<file path="src/rtl/inst_fetch_bridge.sv">
// Bridge between the IF stage fetch request and an SRAM-like instruction bus
// (req / addr_ok / data_ok). Keeps one transaction in flight and drops responses cancelled by a flush.
module inst_fetch_bridge #(
    parameter int ADDR_W = 32,
    parameter int DATA_W = 32
) (
    input  logic              clk,
    input  logic              reset,
    input  logic              fetch_en,
    input  logic [ADDR_W-1:0] fetch_pc,
    input  logic              fetch_take,
    input  logic              flush,
    output logic              fetch_ok,
    output logic [DATA_W-1:0] fetch_inst,
    output logic              inst_req,
    output logic [ADDR_W-1:0] inst_addr,
    input  logic              inst_addr_ok,
    input  logic              inst_data_ok,
    input  logic [DATA_W-1:0] inst_rdata
);

    typedef enum logic [1:0] {
        S_IDLE,
        S_REQ,
        S_WAIT,
        S_HOLD
    } state_t;

    state_t state;
    logic   discard;

    // inst_addr doubles as the latched request address, so it cannot move before addr_ok.
    // fetch_inst is the return buffer; IF only ever sees registered values.
    always_ff @(posedge clk or posedge reset) begin
        if (reset) begin
            state      <= S_IDLE;
            inst_req   <= 1'b0;
            inst_addr  <= '0;
            fetch_ok   <= 1'b0;
            fetch_inst <= '0;
            discard    <= 1'b0;
        end else begin
            // NOTE: non-blocking assignments throughout, so every branch reads pre-edge state.
            case (state)
                S_IDLE: begin
                    if (fetch_en && !flush) begin
                        inst_addr <= fetch_pc;
                        inst_req  <= 1'b1;
                        state     <= S_REQ;
                    end
                end
                S_REQ: begin
                    // A request on the bus is never withdrawn; a flush only marks its reply as stale.
                    if (flush) discard <= 1'b1;
                    if (inst_addr_ok) begin
                        inst_req <= 1'b0;
                        state    <= S_WAIT;
                    end
                end
                S_WAIT: begin
                    if (inst_data_ok) begin
                        if (discard || flush) begin
                            discard <= 1'b0;
                            state   <= S_IDLE;
                        end else begin
                            fetch_inst <= inst_rdata;
                            fetch_ok   <= 1'b1;
                            state      <= S_HOLD;
                        end
                    end else if (flush) begin
                        discard <= 1'b1;
                    end
                end
                S_HOLD: begin
                    if (fetch_take || flush) begin
                        fetch_ok <= 1'b0;
                        state    <= S_IDLE;
                    end
                end
                default: state <= S_IDLE;
            endcase
        end
    end

    // Bus protocol checks: data only while a read is outstanding, address held until accepted.
    a_data_ok_in_wait : assert property (@(posedge clk) disable iff (reset)
        inst_data_ok |-> state == S_WAIT);
    a_addr_stable : assert property (@(posedge clk) disable iff (reset)
        inst_req && !inst_addr_ok |=> inst_addr == $past(inst_addr));

endmodule

</file>
<file path="config.mk">
export PLATFORM = sky130hd
export DESIGN_NAME = inst_fetch_bridge
export DESIGN_NICKNAME = d
export VERILOG_FILES = /design/src/rtl/inst_fetch_bridge.sv
export SDC_FILE = /design/constraint.sdc
export NUM_CORES = 1
export LEC_CHECK = 0
export ABC_CLOCK_PERIOD_IN_PS = 2400
export BUFFER_PORTS_ARGS = -buffer_cell sky130_fd_sc_hd__buf_4
export CAP_MARGIN = 10
export CORE_MARGIN = 8
export CORE_UTILIZATION = 45
export DETAILED_ROUTE_END_ITERATION = 8
export GPL_TIMING_DRIVEN = 1
export PLACE_DENSITY_LB_ADDON = 0.05
export SKIP_CTS_REPAIR_TIMING = 1
export SLEW_MARGIN = 20
export SYNTH_ARGS = -nofsm -noshare
export SYNTH_HDL_FRONTEND = slang
export SYNTH_SLANG_ARGS = --single-unit
</file>
<file path="constraint.sdc">
create_clock -name clk -period 2.4 [get_ports clk]
set_input_delay 0.24 -clock clk [delete_from_list [all_inputs] [get_ports clk]]
set_output_delay 0.24 -clock clk [all_outputs]
set_load 0.02 [all_outputs]
</file>
---- Word level (Yosys, flattened, before mapping) ----
Index checks and enable logic that the tools add are counted.
word-level totals
  bits in registers ....................... 69
  input port bits ......................... 71
  output and inout bits ................... 66
  logic and storage cells ................. 47
operators by class
  equal/unequal tests ..................... 9
  muxes and demuxes ....................... 17
  bitwise gates (word level) .............. 1
  reduce and logical (&&, ||, !) cells .... 14
operator list
  kind                number
  $mux 2              5
  $ne 2x2->1 const B  5
  $mux 1              8
  $pmux 2 s4          1
  $reduce_and 4->1    2
  $pmux 1 s2          3
  $reduce_and 3->1    2
  $reduce_bool 2->1   3
  $eq 2x2->1 const B  2
  $reduce_and 2->1    2
  $ne 3x3->1 const B  1
  $eq 2x1->1 const B  1
  $logic_not 2->1     1
  $logic_or 1x1->1    2
  $logic_and 1x1->1   1
  $logic_not 1->1     1
  $not 1->1           1

---- Logic depth before layout (Yosys ltp) ----
Gate-level depths: netlist of run 1.
  depth in word-level cells ............... 4
  depth in mapped cells ................... 5
  gate-level depth less buffers ........... 3

---- Worst setup path before layout of run 1 ----
OpenSTA, ideal clock, no wires.
  path type ............................... flip-flop to flip-flop
  from .................................... register state[0]
  to ...................................... register fetch_inst[0]
  setup time .............................. 125 ps
  data arrival time ....................... 1472 ps
  data required time ...................... 2275 ps
  path slack .............................. 803 ps
  cell stages (with the launch flop) ...... 6
  buffers on the path ..................... 3
  period minus slack after synthesis ...... 1597 ps
  cells stage by stage .................... dfrtp_1 > clkbuf_1 > or3_1 > buf_2 > buf_6 > mux2_4
between the ends
  longest elaborated chain between the ends .. 2
ends and longest elaborated chain
  what                               RTL line  source
  start: declaration                 29        state_t state;
  start signal: assignment           36        state <= S_IDLE;
  start signal: assignment           49        state <= S_REQ;
  start signal: assignment           57        state <= S_WAIT;
  $eq 2x2->1                         44        case (state)
  $reduce_and 3->1 (no source line)  -
  end signal: assignment             66        fetch_inst <= inst_rdata;
  end: declaration                   14        output logic [DATA_W-1:0] fetch_inst,
No other way between the ends.
A chain may end at the register's enable or synchronous reset.

---- Worst setup path in the final report of run 1 ----
  from .................................... register discard
  to ...................................... register fetch_inst[7]
between the ends
  longest elaborated chain between the ends .. 3
ends and longest elaborated chain
  what                               RTL line  source
  start: declaration                 30        logic discard;
  start signal: assignment           41        discard <= 1'b0;
  start signal: assignment           54        if (flush) discard <= 1'b1;
  start signal: assignment           63        discard <= 1'b0;
  $logic_or 1x1->1                   62        if (discard || flush) begin
  $not 1->1 (no source line)         -
  $reduce_and 3->1 (no source line)  -
No other way between the ends.

==> impl_results.md, run 1 <==
* Vias in the first global route at 2039
* CP Cell Sequence: nand3b_1, or3_2, buf_4, mux2_4
* Starting DRT DRC Count at 44
* Mapped Avg Cell Area at 16.7 µm²
* Setup_tns at 0 ns
* DRC violations left at 0
* Leak at 0.00208 µW
* Gpl congestion at 0.800
* Post-layout nets at 377
* Clock Tree Buf Depth at 2
* Top post-synthesis cells by count: 69 x dfrtp_1, 34 x mux2_2, 29 x mux2_4, 4 x buf_2
* Pre-CTS setup slack at 0.620 ns
* Max Fclk at 557 MHz
* Io pins at 137
* Final antenna diode count at 0
* Area delta synth->final at 46.8%
* Post-synth EDFFs at 0
* Starting Density at 0.466
* Yosys warnings at 0
* Period Utilization, post-route at 0.749
* CP endpoint kind: flip-flop
* Outcome: finished clean
* DP HPWL at 5320 µm
* Crit path buf inv count at 1
* Critical path peak fanout at 33
* Buffers on Ports at 136
* Row cnt at 28
* Mapped Area at 2760 µm²
* Layout cells sized above 1 at 0.714
* Initial antenna violation count at 0
* CP top delay family: simple AND/OR/NAND/NOR gates
* Hold/Removal Path Class: input port to async pin
* Yosys reg bits at 69
* WP data required at 2.61 ns
* Die width at 94.3 µm
* Skew-Pair Late Insertion Delay at 0.33 ns
* Area leader, netlist: dfrtp_1
* Placeable Area at 5920 µm²
* CP startpoint kind: flip-flop
* Worst-path clk slew at 0.08 ns
* Area share of the largest cell type after synthesis at 0.626
* Total Routing Usage GR at 0.155
* Unrepaired setup endpoints after global routing: false
* Maximum vdd drop at 761 µV
* Total wire length at 6860 µm
* Largest net degree at the start of global routing at 39
* Largest cells by area after synthesis: dfrtp_1 63%, mux2_4 16%, mux2_2 14%, buf_6 1.2%, mux2_1 0.82%
* DIE AREA at 8900 µm²
* Seq/Total Area, Yosys at 0.626
* Worst slew pin tran at 0.695 ns
* Hold Fails Final Rpt at 0
* Final setup viols at 0
* Clk sinks at 69
* Grt ovf at 0
* Final Skew at 0.00720 ns
* First-pass GRT wire length at 10500 µm
* Vert. Die Dim at 94.3 µm
* Synth cell types at 22
* Ys flop type: dfrtp_1
* CTS tree: yes
* CTS Buf Count at 9
* PD cells at 1390 nW/µm²
* Setup WS post-layout at 0.604 ns
* DR vias at 1821
* Max Cap Viol at 0
* H-Tree Depth at 3
* Mean routed wirelength per cell at 17.8 µm
* Worst setup path category: flip-flop to flip-flop
* Headroom to the max-slew limit at 0.536
* Slowest stage cell, crit path: or3_2
* Post-synth ARST share at 1.00
* Vias per cell at 4.72
* Synthesized net count at 236
* DR pass1 iterations at 4
* Detail Route Antenna Nets at 0
* Final min period at 1.80 ns
* Final slew viol count at 0
* Post-Syn Instances at 165
* Most common cell in the netlist: dfrtp_1
* Crit-path max cell delay at 0.41 ns
* Crit path arrival time at 2.00 ns
* Root Driver: clkbuf_8
## worst reg2reg max path, stage by stage, from the launching register on
cell      delay (ns)
dfrtp_1         0.40
nand3b_1        0.17
or3_2           0.41
buf_4           0.31
mux2_4          0.40
## worst paths after layout
path / end / startpoint / slack (ns) / depth (start not counted)
max in group asynchronous: fetch_inst[5]$_DFFE_PP0P_ / reset / 1.74 / 3
setup / recovery: fetch_inst[7]$_DFFE_PP0P_ / discard$_DFFE_PP0P_ / 0.60 / 4
min in group clk: inst_addr[24]$_DFFE_PP0P_ / fetch_pc[24] / 0.14 / 2
hold reg to reg: inst_addr[24]$_DFFE_PP0P_ / inst_addr[24]$_DFFE_PP0P_ / 0.50 / 1
setup reg to reg: fetch_inst[7]$_DFFE_PP0P_ / discard$_DFFE_PP0P_ / 0.60 / 4
hold / removal: inst_addr[16]$_DFFE_PP0P_ / reset / 0.02 / 2
## stage by stage
step,hold slack [ns],cell area (µm²),utilization,instances,power (µW)
finish,0.0195,4050,0.684,386,5640
global route,0.0759,4050,0.684,386,5950
CTS,0.0262,4050,0.684,386,5710
detailed placement,0.392,3860,0.651,370,4810
global placement,0.396,3860,0.651,370,4730
floorplan,0.375,2760,-,165,3590
## cell usage in the layout, fill, tap and decap left out
master / instances
buf_4: 138
dfrtp_1: 69
mux2_2: 34
mux2_4: 29
clkbuf_8: 13
o21ai_0: 3
nand2_1: 3
nand2b_1: 2
mux2_1: 2
a21oi_1: 2
clkinv_2: 2
nand3b_1: 1
or3_2: 1
a211oi_1: 1
a31o_2: 1
nor3_4: 1
inv_2: 1
inv_1: 1
o22ai_1: 1
o2bb2ai_1: 1
o21bai_1: 1
a22o_1: 1
nor2_1: 1
clkinvlp_4: 1
buf_12: 1
## layer usage
metal / track usage / wire [µm]
met1: 0.188 / 2780
met2: 0.240 / 3330
met3: 0.0576 / 670
met4: 0.0674 / 76
met5: 0 / 0
## layout make-up
cell class | instances | area [µm²]
Clock buffer | 13 | 179
Clock inverter | 3 | 17.5
Fill cell | 424 | 1870
Inverter | 2 | 7.51
Multi-Input combinational cell | 85 | 972
Sequential cell | 69 | 1730
Tap cell | 75 | 93.8
Timing Repair Buffer | 139 | 1060
## kinds of logic (layout without fill, tap and decap cells)
kind of cell           count (synthesis)  after routing  synth area share
AO/OA/AOI/OAI                         11             11            0.0263
buffers and inverters                 11            157            0.0249
flip-flops                            69             69             0.626
multiplexers                          65             65             0.305
AND/OR/NAND/NOR                        9              9            0.0186
## state kept, by name, summed over array words and instances (netlist names)
signal and flops:
inst_req 1, fetch_inst 32, inst_addr 32, fetch_ok 1, state 2, discard 1
## report_power, final
group          total [µW]  switching, µW  internal [µW]
registers            2090            343           1740
logic                2660           1260           1400
clock network         895            410            485
total                5640           2010           3620
No activity file was read; power rests on OpenSTA's default activity.
==> run 2: changes to the inputs <==
--- a/config.mk
+++ b/config.mk
@@ -5,11 +5,11 @@
 export SDC_FILE = /design/constraint.sdc
 export NUM_CORES = 1
 export LEC_CHECK = 0
-export ABC_CLOCK_PERIOD_IN_PS = 2400
+export ABC_CLOCK_PERIOD_IN_PS = 1400
 export BUFFER_PORTS_ARGS = -buffer_cell sky130_fd_sc_hd__buf_4
 export CAP_MARGIN = 10
 export CORE_MARGIN = 8
-export CORE_UTILIZATION = 45
+export CORE_UTILIZATION = 41
 export DETAILED_ROUTE_END_ITERATION = 8
 export GPL_TIMING_DRIVEN = 1
 export PLACE_DENSITY_LB_ADDON = 0.05
==> constraint.sdc (replaced) <==
create_clock -name clk -period 1.4 [get_ports clk]
set_input_delay 0.14 -clock clk [delete_from_list [all_inputs] [get_ports clk]]
set_output_delay 0.14 -clock clk [all_outputs]
set_load 0.02 [all_outputs]
==> run 2 against run 1 <==
  * The run now ends with negative setup slack left
  * Fmax up 12%
  * Worst setup slack worse by 0.80 ns
  * Non-clock buffer count up 15
  * Sequential power up 68%
  * Clock power up 53%
  * Highest routed layer unchanged
  * Clock-buffer cell count down 1
==> impl_results.md, run 2 (same netlist as run 1, synthesis figures left out) <==
* Commonest non-fill, non-tap cells in the layout: 145 x buf_4, 69 x dfrtp_1, 34 x mux2_2
* Initial antenna violation count at 0 (unchanged)
* CP endpoint kind: flip-flop
* DIE AREA at 9610 µm² (+8.1%)
* Critical path startpoint: discard$_DFFE_PP0P_
* Maximum vdd drop at 1010 µV (+33%)
* Final min period at 1.60 ns (-0.199 ns)
* R2R Setup Slk at -0.20 ns (-0.80 ns)
* Starting DRT DRC Count at 33 (-25%)
* Crit path arrival time at 1.81 ns (-0.19 ns)
* Met2 layer usage reported by global route at 0.210 (-0.0307)
* Total Routing Usage GR at 0.138 (-0.0170)
* Seq pwr share at 0.364 (-0.006)
* Total wire length at 7070 µm (+3.1%)
* Final slew viol count at 0 (unchanged)
* CTS Buf Count at 9 (unchanged)
* Max Cap Viol at 0 (unchanged)
* PD cells at 2280 nW/µm² (+64%)
* Buffers on Ports at 136 (unchanged)
* Unrepaired setup endpoints after global routing: true
* Crit-path max cell delay at 0.42 ns (about the same)
* Die width at 98.1 µm (+4.0%)
* Slowest stage cell, crit path: or3_4
* Worst setup path category: flip-flop to flip-flop
* Hold path start: fetch_pc[25]
* Worst slew pin tran at 0.268 ns (-0.426 ns)
* Outcome: complete, but fails checks
* First-pass GRT wire length at 10500 µm (+0.20%)
* Met1 Track Usage GR at 0.164 (-0.0237)
* Worst Setup EP: fetch_inst[5]$_DFFE_PP0P_
* Psw at 3420 µW (+70%)
* Layout cells sized above 1 at 0.719 (+0.00531)
* Gr busiest metal: met2
* Critical path peak fanout at 8 (-76%)
* Vert. Die Dim at 98.1 µm (+4.0%)
* Io pins at 137 (unchanged)
* Met3 Usage GRT at 0.0633 (+0.00575)
* Root Driver: clkbuf_8
* Worst r2r src: discard$_DFFE_PP0P_
* Detail Route Antenna Nets at 0 (unchanged)
* Max Fclk at 626 MHz (+12%)
* DR vias at 1890 (+3.8%)
* Largest net degree at the start of global routing at 50 (+28%)
* Setup WS post-layout at -0.198 ns (-0.801 ns)
* Vias in the first global route at 2033 (-0.29%)
* Headroom to the max-slew limit at 0.821 (+0.285)
* Hold Fails Final Rpt at 0 (unchanged)
* H-Tree Depth at 3 (unchanged)
* Worst R2R Path Depth at 4 (unchanged)
* Clock Power Share at 0.141 (-0.018)
* FF-to-FF End: fetch_inst[5]$_DFFE_PP0P_
* DR pass1 iterations at 4 (unchanged)
* Top Registers: fetch_inst (32), inst_addr (32), state (2)
* DP HPWL at 5040 µm (-5.2%)
* Row cnt at 30 (+7.1%)
* WP data required at 1.61 ns (-1.00 ns)
* Commonest non-fill, non-tap cell in the layout: buf_4
* Clk sinks at 69 (unchanged)
* Hold/Removal Path Class: input port to flip-flop
* Period Utilization, post-route at 1.14 (+0.393)
* Grt ovf at 0 (unchanged)
* Area delta synth->final at 53.4%
* Final Skew at 0.00468 ns (-0.00252 ns)
* Setup_tns at -7.93 ns (-7.93 ns)
* Worst-path clk slew at 0.07 ns (about the same)
* Final antenna diode count at 0 (unchanged)
* CP startpoint kind: flip-flop
* CTS tree: yes
* Failing checks: negative setup slack
* Final setup viols at 64 (+64)
* Fillcell total at 530 (+25%)
* DRC violations left at 0 (unchanged)
* Gpl congestion at 0.764 (-4.4%)
* CP Cell Sequence: nand3b_1, or3_4, clkbuf_16, mux2_4
* Placeable Area at 6640 µm² (+12%)
* Starting Density at 0.415 (-0.0507)
* Mean routed wirelength per cell at 17.5 µm (-1.4%)
* Leak at 0.00218 µW (+4.6%)
* Total internal power at 6250 µW (+72%)
* Combinational share of power at 0.495 (+0.024)
* Clock Tree Buf Depth at 2 (unchanged)
* Total Power at 9670 µW (+72%)
* Vias per cell at 4.68 (-0.84%)
* Skew-Pair Late Insertion Delay at 0.32 ns (about the same)
* Post-layout nets at 392 (+4.0%)
* Switching Fraction at 0.354 (-0.00325)
==> run 2: how the worst min path moves through the flow <==
stage | slack [ns] | depth (start not counted) | end
floorplan | 0.27 | 1 | inst_addr[24]$_DFFE_PP0P_
global placement | 0.24 | 3 | fetch_inst[22]$_DFFE_PP0P_
detailed placement | 0.24 | 3 | fetch_inst[22]$_DFFE_PP0P_
CTS | -0.12 | 3 | inst_addr[17]$_DFFE_PP0P_
global route | 0.03 | 2 | inst_addr[25]$_DFFE_PP0P_
finish | 0.04 | 2 | inst_addr[25]$_DFFE_PP0P_
==> run 2: critical path, delay by kind of cell (launching register included) <==
| kind | cells | cell delay [ns] |
|---|---|---|
| mux | 1 | 0.30 |
| buf+inv | 1 | 0.21 |
| simple gates | 2 | 0.60 |
| flops | 1 | 0.38 |
==> run 2: cell type report <==
cell class / instances / area (µm²) / share of cell area
timing repair buffer: 154 / 1260 / 0.297
multi-input combinational: 85 / 976 / 0.230
clock inverter: 2 / 10.0 / 0.00236
sequential: 69 / 1730 / 0.408
clock buffer: 12 / 155 / 0.0366
tap: 80 / 100 / 0.0236
inverter: 2 / 11.3 / 0.00266
==> run 2: metrics by stage <==
step | setup WS (ns) | instances | util | instance area, µm² | hold slack [ns]
6_report | -0.198 | 404 | 0.637 | 4240 | 0.0415
5_1_grt | -0.236 | 404 | 0.637 | 4240 | 0.0280
4_1_cts | -0.263 | 397 | 0.620 | 4120 | -0.117
3_5_place_dp | -0.255 | 383 | 0.595 | 3950 | 0.242
3_3_place_gp | -0.218 | 383 | 0.595 | 3950 | 0.241
2_1_floorplan | -0.165 | 165 | - | 2800 | 0.275
==> run 2: power by group through the flow <==
stage	combinational, µW	clock, µW	sequential [µW]
6_report	4780	1370	3520
5_1_grt	5060	1490	3650
4_1_cts	4780	1420	3530
3_3_place_gp	4700	0	3530
2_1_floorplan	1500	0	4700
3_5_place_dp	4790	0	3530
==> run 2: layer usage <==
| metal | share of wire | wire (µm) | vias to the layer above |
|---|---|---|---|
| met3 | 0.092 | 650 | 8 |
| met4 | 0.0079 | 56 | 0 |
| li1 | - | - | 892 |
| met2 | 0.47 | 3330 | 85 |
| met5 | 0 | 0 | - |
| met1 | 0.43 | 3040 | 905 |
==> run 3: changes to the inputs <==
--- a/config.mk
+++ b/config.mk
@@ -5,14 +5,14 @@
 export SDC_FILE = /design/constraint.sdc
 export NUM_CORES = 1
 export LEC_CHECK = 0
-export ABC_CLOCK_PERIOD_IN_PS = 1400
+export ABC_CLOCK_PERIOD_IN_PS = 1600
 export BUFFER_PORTS_ARGS = -buffer_cell sky130_fd_sc_hd__buf_4
-export CAP_MARGIN = 10
 export CORE_MARGIN = 8
-export CORE_UTILIZATION = 41
+export CORE_UTILIZATION = 45
 export DETAILED_ROUTE_END_ITERATION = 8
 export GPL_TIMING_DRIVEN = 1
 export PLACE_DENSITY_LB_ADDON = 0.05
+export RECOVER_POWER = 50
 export SKIP_CTS_REPAIR_TIMING = 1
 export SLEW_MARGIN = 20
 export SYNTH_ARGS = -nofsm -noshare
==> constraint.sdc (replaced) <==
create_clock -name clk -period 1.6 [get_ports clk]
set_input_delay 0.16 -clock clk [delete_from_list [all_inputs] [get_ports clk]]
set_output_delay 0.16 -clock clk [all_outputs]
set_load 0.02 [all_outputs]
==> run 3 against run 2 <==
  * The flow now finishes without violations
  * Die area shrank 7.5%
  * Register-to-register slack better by 0.25 ns
  * Wire length rose by 4.4%
  * Power decreased by 15%
  * Hold slack improved by 0.0069 ns
  * Non-clock buffer count shrank 3
  * Flip-flop and latch count is the same
  * Critical path depth is 1 higher
  * Fmax rose by 2.9%
  * Largest cell class unchanged
  * Largest power group unchanged
==> impl_results.md, run 3 (same netlist as run 1, synthesis figures left out) <==
* Layout cells sized above 1 at 0.619 (-0.0999)
* Hold path depth at 2 (unchanged)
* Hold/Removal Path Class: input port to flip-flop
* Total wire length at 7390 µm (+4.4%)
* Total Routing Usage GR at 0.149 (+0.0115)
* Grt ovf at 0 (unchanged)
* Largest net degree at the start of global routing at 33 (-34%)
* Root Driver: clkbuf_8
* Top Registers: fetch_inst (32), inst_addr (32), state (2)
* Critical path peak fanout at 16 (+8)
* First-pass GRT wire length at 10100 µm (-3.6%)
* Starting Density at 0.466 (+0.0507)
* PD cells at 2000 nW/µm² (-12%)
* Fillcell total at 460 (-13%)
* DR pass1 iterations at 4 (unchanged)
* CTS Buf Count at 9 (unchanged)
* CP endpoint kind: flip-flop
* Area of the multi-input gates at 983 µm² (+0.77%)
* Final Skew at 0.00483 ns (+0.000146 ns)
* Worst slew pin tran at 0.991 ns (+0.723 ns)
* DP HPWL at 5330 µm (+5.6%)
* Period Utilization, post-route at 0.970 (-0.171)
* DRC violations left at 0 (unchanged)
* Starting DRT DRC Count at 57 (+73%)
* Commonest non-fill, non-tap cells in the layout: 107 x buf_4, 69 x dfrtp_1, 34 x mux2_2, 34 x clkbuf_1, 29 x mux2_4
* WP data required at 1.82 ns (+0.21 ns)
* DR vias at 1924 (+1.8%)
* Worst setup path category: flip-flop to flip-flop
* Final min period at 1.55 ns (-0.0451 ns)
* Vert. Die Dim at 94.3 µm (-3.8%)
* Placeable Area at 5920 µm² (-11%)
* Total Power at 8240 µW (-15%)
* Final antenna diode count at 0 (unchanged)
* Outcome: finished clean
* Area delta synth->final at 49.3%
* Gpl congestion at 0.833 (+9.0%)
* Skew-Pair Late Insertion Delay at 0.33 ns (about the same)
* Io pins at 137 (unchanged)
* DIE AREA at 8900 µm² (-7.5%)
* Headroom to the max-slew limit at 0.335 (-0.486)
* Initial antenna violation count at 0 (unchanged)
* Final slew viol count at 0 (unchanged)
* Leak at 0.00205 µW (-5.9%)
* Buffers on Ports at 136 (unchanged)
* CTS tree: yes
* Worst r2r src: state[0]$_DFFE_PP0P_
* Mean routed wirelength per cell at 18.6 µm (+6.0%)
* Max Cap Viol at 0 (unchanged)
* Worst-path clk slew at 0.07 ns (about the same)
* Clock Tree Buf Depth at 2 (unchanged)
* Die width at 94.3 µm (-3.8%)
* Final setup viols at 0 (-100%)
* Vias per cell at 4.83 (+3.3%)
* Hold path start: fetch_pc[24]
* Post-layout nets at 389 (-0.77%)
* Crit path arrival time at 1.77 ns (-0.04 ns)
* Worst R2R Path Depth at 5 (+1)
* Row cnt at 28 (-6.7%)
* FF/Latch Area at 1730 µm² (unchanged)
* Detail Route Antenna Nets at 0 (unchanged)
* Critical path startpoint: state[0]$_DFFE_PP0P_
* Max Fclk at 644 MHz (+2.9%)
* Fin util at 0.696 (+0.0586)
* H-Tree Depth at 3 (unchanged)
* Commonest non-fill, non-tap cell in the layout: buf_4
* CP startpoint kind: flip-flop
* Maximum vdd drop at 1090 µV (+8.0%)
* Hold Fails Final Rpt at 0 (unchanged)
* Clk sinks at 69 (unchanged)
* Vias in the first global route at 1985 (-2.4%)
## run 3: layout make-up
cell class | count | area share
flip-flops and latches | 69 | 0.419
repair buffers | 151 | 0.274
multi-input cells | 85 | 0.239
clock buffers | 12 | 0.0376
well taps | 75 | 0.0228
clock inverters | 4 | 0.00546
inverters | 2 | 0.00213
## run 3: worst paths after layout
| path | endpoint | slack (ns) |
|---|---|---|
| setup / recovery | inst_addr[15]$_DFFE_PP0P_ | 0.05 |
| hold / removal | inst_addr[24]$_DFFE_PP0P_ | 0.05 |
| setup reg to reg | inst_addr[15]$_DFFE_PP0P_ | 0.05 |
| hold reg to reg | inst_addr[24]$_DFFE_PP0P_ | 0.50 |
| max in group asynchronous | inst_req$_DFFE_PP0P_ | 0.42 |
| min in group asynchronous | fetch_inst[26]$_DFFE_PP0P_ | 0.56 |
## run 3: metrics by stage
step	hold slack (ns)	cells	TNS (ns)	setup slack (ns)	area [µm²]
after floorplan	0.295	165	0	0.00264	2760
after global placement	0.218	377	-0.160	-0.0168	3950
after detailed placement	0.217	377	-1.47	-0.0719	3950
after CTS	-0.147	393	-1.78	-0.0879	4130
after global routing	0.0331	398	-0.167	-0.0247	4120
final	0.0484	398	0	0.0475	4120
## run 3: metal layers
| layer | wire, µm | track usage | vias up |
|---|---|---|---|
| met5 | 0 | 0 | - |
| met3 | 680 | 0.0560 | 9 |
| met4 | 86 | 0.0594 | 0 |
| met1 | 2900 | 0.173 | 944 |
| met2 | 3720 | 0.244 | 77 |
| li1 | - | - | 894 |
## run 3: worst max-delay path, stage by stage, from the launching register on
cell	delay (ns)
dfrtp_1	0.38
buf_4	0.16
nor3_4	0.23
buf_12	0.15
clkbuf_16	0.18
mux2_2	0.34
## run 3: power by group
group	internal [µW]	leakage (µW)	switching (µW)	total, µW
combinational	1910	0.00112	1980	3880
clock	640	0.0000921	637	1280
sequential	2610	0.000836	468	3080
total	5160	0.00205	3080	8240
